--- src/rtl/elevator_scheduler.sv ---
// Elevator request scheduler: keypad capture, SCAN direction choice,
// floor-to-floor travel timing and door dwell timing.
module elevator_scheduler #(
    parameter int unsigned FLOORS      = 8,
    parameter int unsigned FLOOR_TICKS = 50_000_000,
    parameter int unsigned DOOR_TICKS  = 100_000_000
) (
    input  logic              CLK,
    input  logic              RST,
    input  logic [3:0]        BCD_input,
    output logic [3:0]        current_floor,
    output logic              moving_up,
    output logic              moving_down,
    output logic              door_open,
    output logic [FLOORS-1:0] pending,
    output logic              busy
);

    localparam int unsigned MAX_TICKS = (FLOOR_TICKS > DOOR_TICKS) ? FLOOR_TICKS : DOOR_TICKS;
    localparam int unsigned CW        = $clog2(MAX_TICKS);
    localparam logic [CW-1:0] FLOOR_LOAD = CW'(FLOOR_TICKS - 1);
    localparam logic [CW-1:0] DOOR_LOAD  = CW'(DOOR_TICKS - 1);
    localparam logic [3:0] CODE_DOOR  = 4'b1011;
    localparam logic [3:0] CODE_CLEAR = 4'b1101;
    localparam logic [3:0] TOP_FLOOR  = 4'(FLOORS);

    typedef enum logic [1:0] {
        S_IDLE,
        S_MOVE,
        S_DOOR
    } state_t;

    state_t            state_q, state_d;
    logic              dir_q, dir_d;
    logic [3:0]        floor_q, floor_d;
    logic [FLOORS-1:0] pend_q, pend_d;
    logic [CW-1:0]     cnt_q, cnt_d;
    logic [3:0]        prev_q;

    logic       key_evt, floor_evt, door_cmd, clear_cmd, same_floor_key;
    logic       door_enter;
    logic [3:0] door_floor, next_floor;

    function automatic logic req_at(input logic [FLOORS-1:0] p, input logic [3:0] f);
        logic r;
        r = 1'b0;
        for (int unsigned k = 0; k < FLOORS; k++) begin
            if (4'(k + 1) == f) r = p[k];
        end
        return r;
    endfunction

    function automatic logic req_above(input logic [FLOORS-1:0] p, input logic [3:0] f);
        logic r;
        r = 1'b0;
        for (int unsigned k = 0; k < FLOORS; k++) begin
            if (p[k] && (4'(k + 1) > f)) r = 1'b1;
        end
        return r;
    endfunction

    function automatic logic req_below(input logic [FLOORS-1:0] p, input logic [3:0] f);
        logic r;
        r = 1'b0;
        for (int unsigned k = 0; k < FLOORS; k++) begin
            if (p[k] && (4'(k + 1) < f)) r = 1'b1;
        end
        return r;
    endfunction

    // A held code fires once; only a change to a nonzero code is an event.
    always_comb begin
        key_evt        = (BCD_input != '0) && (BCD_input != prev_q);
        floor_evt      = key_evt && (BCD_input <= TOP_FLOOR);
        door_cmd       = key_evt && (BCD_input == CODE_DOOR);
        clear_cmd      = key_evt && (BCD_input == CODE_CLEAR);
        same_floor_key = floor_evt && (BCD_input == floor_q);
        next_floor     = dir_q ? (floor_q + 4'd1) : (floor_q - 4'd1);
    end

    always_comb begin
        state_d    = state_q;
        dir_d      = dir_q;
        floor_d    = floor_q;
        cnt_d      = cnt_q;
        door_enter = 1'b0;
        door_floor = floor_q;
        case (state_q)
            S_IDLE: begin
                cnt_d = '0;
                if (door_cmd || req_at(pend_q, floor_q)) begin
                    state_d    = S_DOOR;
                    door_enter = 1'b1;
                    cnt_d      = DOOR_LOAD;
                end else if (req_above(pend_q, floor_q) &&
                             (dir_q || !req_below(pend_q, floor_q))) begin
                    dir_d   = 1'b1;
                    state_d = S_MOVE;
                    cnt_d   = FLOOR_LOAD;
                end else if (req_below(pend_q, floor_q)) begin
                    dir_d   = 1'b0;
                    state_d = S_MOVE;
                    cnt_d   = FLOOR_LOAD;
                end
            end
            S_MOVE: begin
                if (cnt_q == '0) begin
                    floor_d = next_floor;
                    cnt_d   = FLOOR_LOAD;
                    if (req_at(pend_q, next_floor)) begin
                        state_d    = S_DOOR;
                        door_enter = 1'b1;
                        door_floor = next_floor;
                        cnt_d      = DOOR_LOAD;
                    end else if (!(dir_q ? req_above(pend_q, next_floor)
                                         : req_below(pend_q, next_floor))) begin
                        state_d = S_IDLE;
                        cnt_d   = '0;
                    end
                end else begin
                    cnt_d = cnt_q - CW'(1);
                end
            end
            S_DOOR: begin
                if (door_cmd || same_floor_key) begin
                    cnt_d = DOOR_LOAD;
                end else if (cnt_q == '0) begin
                    state_d = S_IDLE;
                end else begin
                    cnt_d = cnt_q - CW'(1);
                end
            end
            default: begin
                state_d = S_IDLE;
                cnt_d   = '0;
            end
        endcase
    end

    // Opening the door at a floor services it, overriding a same-edge request.
    always_comb begin
        pend_d = pend_q;
        if (clear_cmd) begin
            pend_d = '0;
        end else if (floor_evt && !(state_q == S_DOOR && same_floor_key)) begin
            for (int unsigned k = 0; k < FLOORS; k++) begin
                if (4'(k + 1) == BCD_input) pend_d[k] = 1'b1;
            end
        end
        if (door_enter) begin
            for (int unsigned k = 0; k < FLOORS; k++) begin
                if (4'(k + 1) == door_floor) pend_d[k] = 1'b0;
            end
        end
    end

    always_ff @(posedge CLK or posedge RST) begin
        if (RST) begin
            state_q <= S_IDLE;
            dir_q   <= 1'b1;
            floor_q <= 4'd1;
            pend_q  <= '0;
            cnt_q   <= '0;
            prev_q  <= '0;
        end else begin
            state_q <= state_d;
            dir_q   <= dir_d;
            floor_q <= floor_d;
            pend_q  <= pend_d;
            cnt_q   <= cnt_d;
            prev_q  <= BCD_input;
        end
    end

    assign current_floor = floor_q;
    assign moving_up     = (state_q == S_MOVE) && dir_q;
    assign moving_down   = (state_q == S_MOVE) && !dir_q;
    assign door_open     = (state_q == S_DOOR);
    assign pending       = pend_q;
    assign busy          = (state_q != S_IDLE);

endmodule

--- config.mk ---
export PLATFORM = sky130hd
export DESIGN_NAME = elevator_scheduler
export DESIGN_NICKNAME = d
export VERILOG_FILES = /design/src/rtl/elevator_scheduler.sv
export SDC_FILE = /design/constraint.sdc
export NUM_CORES = 1
export LEC_CHECK = 0
export CORE_MARGIN = 5
export CORE_UTILIZATION = 34
export DETAILED_ROUTE_END_ITERATION = 8
export SETUP_SLACK_MARGIN = 0.2
export SYNTH_ARGS = -nofsm -noshare
export SYNTH_HDL_FRONTEND = slang
export SYNTH_SLANG_ARGS = --single-unit
--- constraint.sdc ---
create_clock -name CLK -period 5.1 [get_ports CLK]
set_input_delay 1.02 -clock CLK [delete_from_list [all_inputs] [get_ports CLK]]
set_output_delay 1.02 -clock CLK [all_outputs]
set_load 0.005 [all_outputs]
==> impl_metrics.env, run 1 <==
export IMPL_status="finished clean"
export IMPL_remaining_drc_errors=0
export IMPL_die_x_um=112
export IMPL_synthArstFlopShare_pct=100
export IMPL_cellPowerDensity_mw_per_mm2=242
export IMPL_cp_max_fo=13
export IMPL_cts_hold_buf=0
export IMPL_wire_per_inst_um=17.8
export IMPL_cts_resized=0
export IMPL_yosysSeqAreaShare_pct=32.4
export IMPL_min_period_ns=3.72
export IMPL_synth_fa_ha_area_share_pct=1.76
export IMPL_end_kind="flop"
export IMPL_antenna_found_initial=0
export IMPL_nNetsFinal=431
export IMPL_critPathKind="flop to flop"
export IMPL_slew_viol_final=0
export IMPL_finalCritPeriodShare_pct=73.0
export IMPL_ys_seq_elements=46
export IMPL_yosysTopAreaCellShare_pct=30.9
export IMPL_power_switching_uw=303
export IMPL_area_growth_pct=11.2
export IMPL_synthTopCellsByArea="dfrtp_1, xor2_1, nor2_1"
export IMPL_hold_ws_ns=0.558
export IMPL_grt_pass1_wl_um=16700
export IMPL_synthCells=414
export IMPL_grt_pass1_vias=3197
export IMPL_root_buffer="clkbuf_8"
export IMPL_rsz0062_at_grt="false"
export IMPL_htreeDepth=2
export IMPL_drt_antenna_violating_nets=0
export IMPL_dr_total_vias=3203
export IMPL_ir_drop_mv=0.125
export IMPL_wl_um=9930
export IMPL_finalPower_uw=960
export IMPL_placed_cells=549
export IMPL_synthMuxAreaShare_pct=1.44
export IMPL_p_sw_share_pct=31.6
export IMPL_clockPowerShare_pct=30.7
export IMPL_die_h_um=112
export IMPL_final_cell_count_no_fill=557
export IMPL_setup_tns_ns=0
export IMPL_yosysMostFrequentCell="dfrtp_1"
export IMPL_grt_total_usage_pct=16.1
export IMPL_hold_viol_final=0
export IMPL_worst_slew_pin_transition_ns=1.00
export IMPL_yosys_warnings=0
export IMPL_synth_edf_count=0
export IMPL_drtIter0Drc=174
export IMPL_max_cap_viol_count=0
export IMPL_synth_largest_area_cell="dfrtp_1"
export IMPL_cts_clk_slew_worst_paths_ns=0.11
export IMPL_combinationalPowerShare_pct=19.9
export IMPL_crit_arrival_ns=3.92
export IMPL_post_cts_setup_buffers=0
export IMPL_num_antenna_cells=0
export IMPL_initial_utilization_pct=34.6
export IMPL_slew_headroom_pct=33.2
export IMPL_die_area_mm2=0.0126
export IMPL_synth_top_family_by_area="simple AND/OR/NAND/NOR gates"
export IMPL_setup_viol=0
export IMPL_ys_flop_type="dfrtp_1"
export IMPL_clock_sinks=46
export IMPL_cts_max_path_buffers=2
export IMPL_synth_avg_cell_area_um2=8.60
export IMPL_clock_latency_ns=0.32
export IMPL_synthXorXnorAreaFrac_pct=9.60
export IMPL_power_internal_uw=656
export IMPL_synth_compound_area_share_pct=24.3
export IMPL_synth_cell_types=82
export IMPL_layout_drive_gt1_share_pct=10.9
export IMPL_tritoncts="done"
export IMPL_core_area_mm2=0.0103
export IMPL_gp_congestion=0.880
export IMPL_p_leak_nw=1.51
export IMPL_grt_overflow_total=0
export IMPL_hpwl_um=7190
export IMPL_io_buffers=21
export IMPL_syn_nets=425
export IMPL_hold_class="flop to flop"
export IMPL_row_count=37
export IMPL_crit_required_ns=5.29
export IMPL_synth_top_cells_by_count="dfrtp_1, nor2_1, nand2_1"
export IMPL_grt_max_degree=47
export IMPL_first_pass_iters=4
export IMPL_synthSimpleGateAreaFrac_pct=26.0
export IMPL_clock_skew_ns=0.0156
export IMPL_crit_path_start_kind="flop"
export IMPL_fmax_ghz=0.269
export IMPL_seqPwrFrac_pct=49.5
export IMPL_cts_made_buffers=5
export IMPL_netlist_area_mm2=0.00356
export IMPL_boundaryPins=22
export IMPL_viasPerCell=5.75
per-stage QoR:
step	setup WS (ns)	area, um^2	util (%)
floorplan	1.99	3560	-
global placement	1.26	3840	37.4
detailed placement	1.18	3840	37.4
CTS	1.45	3960	38.5
global route	1.07	3960	38.5
finish	1.38	3960	38.5
power groups by stage:
stage                     combinational, mW  clock [mW]  sequential [mW]
after floorplan                       0.152           0            0.442
after global placement                0.187           0            0.479
after detailed placement              0.190           0            0.481
after CTS                             0.192       0.301            0.473
after global routing                  0.213       0.320            0.482
final                                 0.191       0.294            0.475
final cells by class:
cell class | instances | area [um^2]
inverter | 11 | 41.3
tap | 136 | 170
clock inverter | 3 | 48.8
clock buffer | 5 | 68.8
fill | 1070 | 6320
multi-input combinational | 332 | 2240
timing repair buffer | 24 | 233
sequential | 46 | 1150
layout by cell type (no fill, tap or decap), types with 3 or more instances in the layout:
cell              n
nand2_1          37
xnor2_1          17
and3_1            6
a211oi_1          5
o21a_1            4
a21o_1            6
nand2b_1          4
o21ai_0          19
clkbuf_8          5
nor3b_1           3
o31ai_1           3
nor3_1           17
buf_4             3
inv_1            10
or3_1             3
ha_1              5
nand3_1           5
nor2_1           40
o22ai_1           3
o211ai_1          3
and3b_1           3
nor3_2            3
clkdlybuf4s50_1  21
o221ai_1          4
o221a_1           5
nor4_1            8
a21oi_1          23
or2_2             4
and2_1            3
a2111oi_0         3
xor2_1           22
o21bai_1          3
a31oi_1           7
nor2b_1           6
or3_2             3
dfrtp_1          44
mux2i_1           4
flip-flops by register name, summed over array words and instances (netlist names):
register       cells
dir_q              1
current_floor      4
pending            8
state_q            2
prev_q             4
cnt_q             27
path summary, 6_finish.rpt:
check / from / to / slack, ns / depth (start not counted)
setup / recovery: current_floor[1] / cnt_q[0] / 1.38 / 11
hold / removal: cnt_q[11] / cnt_q[11] / 0.56 / 2
setup reg to reg: current_floor[1] / cnt_q[0] / 1.38 / 11
hold reg to reg: cnt_q[11] / cnt_q[11] / 0.56 / 2
max in group asynchronous: RST / current_floor[3] / 3.22 / 2
min in group asynchronous: RST / cnt_q[15] / 1.25 / 2
critical path: stages (launching register included):
cell       delay, ns
dfrtp_1         0.37
buf_4           0.19
inv_1           0.18
ha_1            0.36
nor2b_1         0.24
o21ai_0         0.12
a21o_1          0.18
a2111oi_0       0.84
nor2_1          0.24
nor3_2          0.45
and2_1          0.33
a221oi_2        0.10
metal layers:
metal / up-vias / routed length, um / GRT usage (%)
met5: - / 0 / 0
met4: 0 / 159 / 4.33
met3: 14 / 577 / 2.91
met2: 103 / 4670 / 26.8
met1: 1565 / 4530 / 21.5
li1: 1521 / - / -
kinds of logic (layout without fill, tap and decap cells):
group | after synthesis | in the layout
AO/OA/AOI/OAI | 117 | 117
AND/OR/NAND/NOR | 166 | 166
adder cells (fa/ha/maj) | 5 | 5
buffers and inverters | 36 | 43
flip-flops | 46 | 46
XOR/XNOR | 39 | 39
multiplexers | 5 | 5
No activity file was read; power rests on OpenSTA's default activity.
==> run 2: changes to the inputs <==
==> constraint.sdc (replaced) <==
create_clock -name CLK -period 3.4 [get_ports CLK]
set_input_delay 0.68 -clock CLK [delete_from_list [all_inputs] [get_ports CLK]]
set_output_delay 0.68 -clock CLK [all_outputs]
set_load 0.005 [all_outputs]
==> run 2 against run 1 <==
Against the previous run:
- combinational power rose by 53%
- die area did not move
- sequential power rose by 49%
- via count rose by 3.1%
- non-clock buffer count rose by 25
- clock power rose by 45%
- sequential share of layout area fell by 1.4 points
- first-iteration DRC count rose by 33%
- count of clock-buffer cells in the layout did not move
- critical path type unchanged
- largest power group unchanged
==> impl_metrics.env, run 2 (synthesis gave the netlist of run 1 again) <==
export IMPL_p_leak_nw=1.64
export IMPL_worst_slew_pin_transition_ns=1.01
export IMPL_hpwl_um=7360
export IMPL_root_buffer="clkbuf_8"
export IMPL_boundaryPins=22
export IMPL_fmax_ghz=0.323
export IMPL_cts_max_path_buffers=2
export IMPL_cp_max_fo=8
export IMPL_grt_pass1_wl_um=16700
export IMPL_whs_endpoint="cnt_q[10]"
export IMPL_placed_cells=574
export IMPL_first_pass_iters=4
export IMPL_post_route_util_pct=40.5
export IMPL_top_register="cnt_q"
export IMPL_remaining_drc_errors=0
export IMPL_post_cts_setup_buffers=0
export IMPL_grt_pass1_vias=3257
export IMPL_cts_made_buffers=5
export IMPL_wl_um=10200
export IMPL_gp_congestion=0.964
export IMPL_min_from="cnt_q[10]"
export IMPL_hold_ws_ns=0.551
export IMPL_rsz0062_at_grt="false"
export IMPL_fillers=1043
export IMPL_wire_per_inst_um=17.4
export IMPL_clock_latency_ns=0.31
export IMPL_grt_total_usage_pct=16.1
export IMPL_cellPowerDensity_mw_per_mm2=343
export IMPL_io_buffers=21
export IMPL_finalCritPeriodShare_pct=90.9
export IMPL_die_h_um=112
export IMPL_critPathKind="flop to flop"
export IMPL_use_met2_pct=26.3
export IMPL_ir_drop_mv=0.162
export IMPL_antenna_found_initial=0
export IMPL_pre_cts_ws_ns=0.320
export IMPL_end_kind="flop"
export IMPL_layout_common_cells="dfrtp_1, nor2_1, nand2_1"
export IMPL_final_cell_count_no_fill=583
export IMPL_drtIter0Drc=231
export IMPL_final_common_cell="dfrtp_1"
export IMPL_setup_tns_ns=0
export IMPL_slew_viol_final=0
export IMPL_setup_slack_ns=0.308
export IMPL_clock_skew_ns=0.00799
export IMPL_row_count=37
export IMPL_crit_required_ns=3.63
export IMPL_dr_total_vias=3301
export IMPL_timing_rr_end="cnt_q[0]"
export IMPL_largest_register_ffs=27
export IMPL_grt_max_degree=47
export IMPL_num_antenna_cells=0
export IMPL_area_growth_pct=16.9
export IMPL_rr_worst_depth=12
export IMPL_max_cap_viol_count=0
export IMPL_clock_sinks=46
export IMPL_nNetsFinal=457
export IMPL_tritoncts="done"
export IMPL_viasPerCell=5.66
export IMPL_cts_clk_slew_worst_paths_ns=0.09
export IMPL_min_period_ns=3.09
export IMPL_status="finished clean"
export IMPL_grt_overflow_total=0
export IMPL_layout_drive_gt1_share_pct=16.8
export IMPL_hold_class="flop to flop"
export IMPL_rrSetupSlack_ns=0.31
export IMPL_core_area_mm2=0.0103
export IMPL_r2r_start="current_floor[1]"
export IMPL_grt_busiest_layer="met2"
export IMPL_crit_path_start_kind="flop"
export IMPL_drt_antenna_violating_nets=0
export IMPL_setup_viol=0
export IMPL_htreeDepth=2
export IMPL_die_x_um=112
export IMPL_grt_use_met3_pct=2.59
export IMPL_hold_viol_final=0
export IMPL_grtUsageMet1_pct=21.6
export IMPL_crit_arrival_ns=3.32
export IMPL_initial_utilization_pct=34.6
export IMPL_slew_headroom_pct=32.6
export IMPL_hold_depth=2
export IMPL_die_area_mm2=0.0126
==> run 2: cell count changes in the layout (fill, tap and decap cells not counted), sizes merged <==
cell and change:
clkinvlp -1, buf +25, clkinv +1, nor3 +1
==> run 2: layer usage <==
layer  part of all wire (%)  vias up
met3                    4.8       21
met2                     46      104
met5                      0        -
li1                       -     1584
met1                     47     1592
met4                    2.3        0
==> run 2: per-stage QoR <==
stage               instance area [um^2]  total power [mW]
global route                        4160              1.51
detailed placement                  4030              1.01
floorplan                           3560             0.892
CTS                                 4140              1.45
global placement                    4030              1.01
finish                              4160              1.43
==> run 2: area by class of cell <==
cell class                 count  area (um^2)  area share [%]
clock buffer                   5         68.8            1.65
clock inverter                 3         43.8            1.05
inverter                      11         41.3           0.992
multi-input combinational    333         2260            54.4
sequential                    46         1150            27.7
tap                          136          170            4.09
timing repair buffer          49          420            10.1
==> run 2: repair_timing <==
item                                    in CTS  in global routing
gates resized for setup                      0                  3
hold buffers                                 0                  0
endpoints found under the setup margin       0                 15
==> run 2: power breakdown <==
| group | switching [mW] | internal (mW) |
|---|---|---|
| logic | 0.131 | 0.161 |
| registers | 0.105 | 0.605 |
| clock network | 0.207 | 0.221 |
| total | 0.443 | 0.986 |
==> run 2: worst max path at each step <==
stage / depth (start not counted) / endpoint / startpoint
detailed placement: 10 / cnt_q[1] / BCD_input[3]
finish: 12 / cnt_q[0] / current_floor[1]
CTS: 12 / cnt_q[0] / current_floor[1]
floorplan: 11 / cnt_q[6] / current_floor[0]
global placement: 12 / cnt_q[0] / current_floor[1]
global route: 12 / cnt_q[0] / current_floor[1]
==> run 2: critical path, cell delays in order (launching register included) <==
cell,delay (ns)
dfrtp_1,0.39
inv_1,0.20
ha_2,0.35
mux2i_1,0.16
xnor2_1,0.34
buf_4,0.19
o221ai_1,0.09
o21ai_0,0.34
buf_4,0.19
o21a_1,0.13
o21ai_0,0.10
and2_1,0.26
a221oi_2,0.28
